File: src/rtl/instr_enc_pkg.sv
// rtl/instr_enc_pkg.sv - format codes, opcode constants and FSM states for instr_enc
package instr_enc_pkg;

   localparam logic [2:0] FMT_R = 3'd0;
   localparam logic [2:0] FMT_I = 3'd1;
   localparam logic [2:0] FMT_S = 3'd2;
   localparam logic [2:0] FMT_B = 3'd3;
   localparam logic [2:0] FMT_U = 3'd4;
   localparam logic [2:0] FMT_J = 3'd5;

   localparam logic [6:0] OP_LOAD   = 7'h03;
   localparam logic [6:0] OP_STORE  = 7'h23;
   localparam logic [6:0] OP_BRANCH = 7'h63;
   localparam logic [6:0] OP_LUI    = 7'h37;
   localparam logic [6:0] OP_JAL    = 7'h6F;
   localparam logic [6:0] OP_IMM    = 7'h13;
   localparam logic [6:0] OP_OP     = 7'h33;

   typedef enum logic [1:0] {
      ST_IDLE  = 2'd0,
      ST_WRITE = 2'd1,
      ST_FULL  = 2'd2
   } state_t;

endpackage

File: src/rtl/instr_pack.sv
// rtl/instr_pack.sv - combinational RV32I field packer with legality flag
// INSTR_ENC_RANGECHK_EN enables immediate range/alignment checking.
module instr_pack
   import instr_enc_pkg::*;
(
   input  logic [2:0]  fmt,
   input  logic [6:0]  opcode,
   input  logic [2:0]  funct3,
   input  logic [6:0]  funct7,
   input  logic [4:0]  rd,
   input  logic [4:0]  rs1,
   input  logic [4:0]  rs2,
   input  logic [31:0] imm,
   output logic [31:0] word,
   output logic        legal
);

`ifdef INSTR_ENC_RANGECHK_EN
   logic signed [31:0] simm;
   assign simm = imm;
`endif

   always_comb begin
      word  = 32'd0;
      legal = 1'b1;
      case (fmt)
         FMT_R: word = {funct7, rs2, rs1, funct3, rd, opcode};
         FMT_I: begin
            word = {imm[11:0], rs1, funct3, rd, opcode};
`ifdef INSTR_ENC_RANGECHK_EN
            legal = (simm >= -32'sd2048) && (simm <= 32'sd2047);
`endif
         end
         FMT_S: begin
            word = {imm[11:5], rs2, rs1, funct3, imm[4:0], opcode};
`ifdef INSTR_ENC_RANGECHK_EN
            legal = (simm >= -32'sd2048) && (simm <= 32'sd2047);
`endif
         end
         FMT_B: begin
            word = {imm[12], imm[10:5], rs2, rs1, funct3, imm[4:1], imm[11], opcode};
`ifdef INSTR_ENC_RANGECHK_EN
            legal = (simm >= -32'sd4096) && (simm <= 32'sd4094) && !imm[0];
`endif
         end
         FMT_U: begin
            word = {imm[31:12], rd, opcode};
`ifdef INSTR_ENC_RANGECHK_EN
            legal = (imm[11:0] == 12'd0);
`endif
         end
         FMT_J: begin
            word = {imm[20], imm[10:1], imm[11], imm[19:12], rd, opcode};
`ifdef INSTR_ENC_RANGECHK_EN
            legal = (simm >= -32'sd1048576) && (simm <= 32'sd1048574) && !imm[0];
`endif
         end
         default: legal = 1'b0;
      endcase
   end

endmodule

File: src/rtl/instr_enc.sv
// rtl/instr_enc.sv - instruction encoder and sequential IMEM writer
// INSTR_ENC_RANGECHK_EN (see instr_pack) rejects out-of-range immediates.
module instr_enc
   import instr_enc_pkg::*;
#(
   parameter int IMEM_AW = 8
) (
   input  logic               clk,
   input  logic               rst,
   input  logic               in_valid,
   output logic               in_ready,
   input  logic [2:0]         in_fmt,
   input  logic [6:0]         in_opcode,
   input  logic [2:0]         in_funct3,
   input  logic [6:0]         in_funct7,
   input  logic [4:0]         in_rd,
   input  logic [4:0]         in_rs1,
   input  logic [4:0]         in_rs2,
   input  logic [31:0]        in_imm,
   input  logic               clr,
   output logic               wr_en,
   output logic [IMEM_AW-1:0] wr_addr,
   output logic [31:0]        wr_data,
   input  logic               wr_ack,
   output logic [IMEM_AW:0]   count,
   output logic               full,
   output logic               err
);

   localparam logic [IMEM_AW:0] CAPACITY = {1'b1, {IMEM_AW{1'b0}}};

   state_t             state;
   state_t             state_nxt;
   logic [IMEM_AW:0]   count_q;
   logic [IMEM_AW:0]   count_inc;
   logic [31:0]        data_q;
   logic               err_q;
   logic [31:0]        packed_word;
   logic               packed_legal;
   logic               take;

   instr_pack u_pack (
      .fmt    (in_fmt),
      .opcode (in_opcode),
      .funct3 (in_funct3),
      .funct7 (in_funct7),
      .rd     (in_rd),
      .rs1    (in_rs1),
      .rs2    (in_rs2),
      .imm    (in_imm),
      .word   (packed_word),
      .legal  (packed_legal)
   );

   // clr has priority over a simultaneous bundle in IDLE
   assign take      = (state == ST_IDLE) && in_valid && !clr;
   assign count_inc = count_q + 1'b1;

   always_ff @(posedge clk) begin
      if (rst) state <= ST_IDLE;
      else     state <= state_nxt;
   end

   always_comb begin
      state_nxt = state;
      case (state)
         ST_IDLE:  if (take && packed_legal) state_nxt = ST_WRITE;
         ST_WRITE: if (wr_ack) state_nxt = (count_inc == CAPACITY) ? ST_FULL : ST_IDLE;
         ST_FULL:  if (clr) state_nxt = ST_IDLE;
         default:  state_nxt = ST_IDLE;
      endcase
   end

   always_comb begin
      wr_en    = (state == ST_WRITE);
      full     = (state == ST_FULL);
      in_ready = (state == ST_IDLE) && !rst;
   end

   always_ff @(posedge clk) begin
      if (rst) begin
         count_q <= '0;
         data_q  <= 32'd0;
         err_q   <= 1'b0;
      end else begin
         if (take) begin
            if (packed_legal) data_q <= packed_word;
            else              err_q  <= 1'b1;
         end
         if (state == ST_WRITE && wr_ack)
            count_q <= count_inc;
         else if (clr && (state == ST_IDLE || state == ST_FULL))
            count_q <= '0;
      end
   end

   assign wr_addr = count_q[IMEM_AW-1:0];
   assign wr_data = data_q;
   assign count   = count_q;
   assign err     = err_q;

endmodule

File: config.mk
export PLATFORM = sky130hd
export DESIGN_NAME = instr_enc
export DESIGN_NICKNAME = d
export VERILOG_FILES = /design/src/rtl/instr_enc_pkg.sv /design/src/rtl/instr_pack.sv /design/src/rtl/instr_enc.sv
export SDC_FILE = /design/constraint.sdc
export NUM_CORES = 1
export LEC_CHECK = 0
export CORE_ASPECT_RATIO = 1.5
export CORE_MARGIN = 5
export CORE_UTILIZATION = 40
export CTS_CLUSTER_SIZE = 40
export DETAILED_ROUTE_END_ITERATION = 7
export PLACE_DENSITY = 0.78
export SYNTH_ARGS = -nofsm -noshare
export SYNTH_HDL_FRONTEND = slang
export SYNTH_SLANG_ARGS = --single-unit
File: constraint.sdc
create_clock -name clk -period 4.3 [get_ports clk]
set_input_delay 0.43 -clock clk [delete_from_list [all_inputs] [get_ports clk]]
set_output_delay 0.43 -clock clk [all_outputs]
set_load 0.02 [all_outputs]
==> results.cfg <==
[die]
pin_count = 125
die_h_microns = 104
core_sq_um = 5790
die_w_microns = 72.7
die-area_sq_um = 7560
row_count = 34
start_util_pct = 40.7

[final_layout]
nNetsFinal = 457
final_area_sq_um = 3560
layout-drive-gt1-share_pct = 3.66
ff_latch_area_sq_um = 881
insertedDiodeCount = 0
multiInputGateArea_sq_um = 1260
fill_cells = 526
synthToLayoutAreaGrowth_pct = 51.0

[power_and_ir_drop]
swShare_pct = 27.1
combPwrFrac_pct = 25.2
p_seq_share_pct = 48.5
vdd_ir_drop_max_uv = 179
power_switching_mw = 0.245
power_density_nw_per_um2 = 254
leakagePower_nw = 1.25
p_int_mw = 0.660
clockPowerShare_pct = 26.3

[setup_path]
end_kind = register
cp_slowest_cell = and2_1
cp_cell_sequence = clkdlybuf4s50_1 -> nand2_1 -> and2_1 -> nor2_1 -> a211oi_1
slowest_delay_ps = 970
crit_fanout = 36
cp.required_ps = 4490
r2r_slack_ps = 2070
crit_path_start_kind = input port
crit_buf_inv = 1
arrival_ps = 2800
crit_family = simple AND/OR/NAND/NOR gates
crit_type = input port to register

[sta]
clock_skew_ps = 3.62
hold_viol = 0
setup_viol = 0
rsz0062_at_grt = false
period_needed_ps = 2610
tightest_slew_ps = 1220
slew_headroom_pct = 19.0
setup_tns_ps = 0
period_share_pct = 60.7
slew_viol_final = 0
hold_slack_ps = 460
fmax_mhz = 383

[min_path]
hold_path_class = register to register

[drt]
totalWireLength_microns = 7190
wire_per_inst_microns = 15.8
vias = 2494
drtPass1Iterations = 4
detail-route-antenna-nets = 0
drt_iter0_drc = 160
remaining_drc_errors = 0
via_per_inst = 5.48

[clock_tree]
cts-buffers-inserted = 5
tritoncts = done
cts-resized-gates = 0
cts_sinks = 44
clockBufferDepth = 2
clk_latency_ps = 280
ctsHoldBuffers = 0
cts.clk_slew.worst_paths_ps = 80
cts-root-buf = clkbuf_8
post_cts_buffers = 0
h-tree-depth = 2

[yosys]
yosys-top-cells-area = dfxtp_1, a221oi_1, nor2_1, nor3_1, nand2_1
synth_area_sq_um = 2360
yosysUniqueCellTypes = 44
synthFlopType = dfxtp_1
ys_seq_elements = 44
synth_area_leader_cell = dfxtp_1
ys_seq_area_share_pct = 37.4
postSynthCellCount = 281
async_flop_share_pct = 0
yosysWarningCount = 0
syn-mean-instance-area_sq_um = 8.39
syn-num-nets = 355
synth-edff-count = 0
synth_top_area_share_pct = 37.4

[grt]
globalRouteMet1Util_pct = 19.7
grt_max_degree = 47
grt-busiest-layer = met2
antenna_found_initial = 0
grt_usage_pct = 18.4
grt.overflow.total = 0
grt_pass1_wl_microns = 11200
grt_pass1_vias = 2354
met3_usage_pct = 5.03
met2_usage_pct = 33.0

[place]
numPortBuffers = 124
placed_area_sq_um = 3480
dp_hpwl_microns = 5630
place_congestion = 0.905

[status]
status = finished clean

[run]
cap_violations = 0
## logic make-up (layout without fill, tap and decap cells)
family / after synthesis / in the layout / share of synthesized area, %
compound gates: 75 / 75 / 22.5
xor+xnor: 3 / 3 / 1.11
fa+ha+maj: 2 / 2 / 1.06
buf+inv: 34 / 136 / 9.34
flops: 44 / 44 / 37.4
mux: 11 / 11 / 5.25
simple gates: 112 / 112 / 23.4
## sequential cells by signal (all words and copies together) (netlist names)
signal   cells
count        9
wr_data     32
err          1
state        2
## worst reg2reg max path: cells and delay by family (launching register included)
kind | cells | cell delay, ps
compound gates | 1 | 270
flops | 1 | 380
simple gates | 3 | 1490
## final timing paths
check	to	depth (start not counted)	from
max	wr_data[31]	5	in_fmt[2]
min	wr_data[2]	2	wr_data[2]
max reg2reg	wr_data[31]	4	state[1]
min reg2reg	wr_data[2]	2	wr_data[2]
## cell usage after synthesis (4+ instances only)
library cell	n
a211oi_1	5
a21oi_1	17
a221oi_1	20
a22o_1	4
a22oi_1	5
a311oi_1	4
buf_2	6
buf_4	8
clkbuf_1	10
dfxtp_1	44
mux2i_1	9
nand2_1	27
nand3_1	4
nor2_1	36
nor3_1	22
o21ai_0	13
## metrics by stage
stage               cells  setup WS, ps  utilization [%]  power (mW)
global placement      448          1480             60.2       0.674
CTS                   455          1690             61.5       0.916
detailed placement    448          1360             60.2       0.677
finish                455          1690             61.5       0.905
global route          455          1410             61.5       0.945
floorplan             281          2600                -       0.555
## metal layers
layer / up-vias / wire length, microns / part of all wire [%]
met5: - / 0 / 0
met1: 1122 / 2580 / 36
met2: 129 / 3680 / 51
met4: 0 / 199 / 2.8
li1: 1228 / - / -
met3: 15 / 727 / 10
## power by group through the flow
stage                     registers (mW)  logic (mW)  clock network [mW]
after floorplan                    0.470      0.0848                   0
after global placement             0.448       0.226                   0
after detailed placement           0.448       0.229                   0
after CTS                          0.439       0.230               0.247
after global routing               0.441       0.246               0.258
final                              0.439       0.228               0.238
## final cells by class
type,count,area share [%]
clock inverters,1,0.141
repair buffers,124,34.7
multi-input cells,203,35.3
well taps,72,2.53
clock buffers,6,2.04
inverters,5,0.527
flip-flops and latches,44,24.7
## placed cells by master (no fill, tap or decap), types with 2 or more instances in the layout
cell type / n
nor3_1: 22
o21ai_0: 13
a311oi_1: 4
nor2_1: 36
xnor2_1: 3
a221oi_1: 20
nand2_1: 27
nand4_1: 3
a22oi_1: 5
a21oi_1: 17
nor2b_1: 3
inv_1: 3
clkbuf_8: 5
a211oi_1: 5
nand3_1: 4
a211o_1: 2
mux2i_1: 9
clkinv_1: 2
a22o_1: 4
clkdlybuf4s50_1: 123
a31oi_1: 2
dfxtp_1: 44
ha_1: 2
nand3b_1: 3
and2_1: 2
or3_1: 2
(Power assumes the default switching activity.)
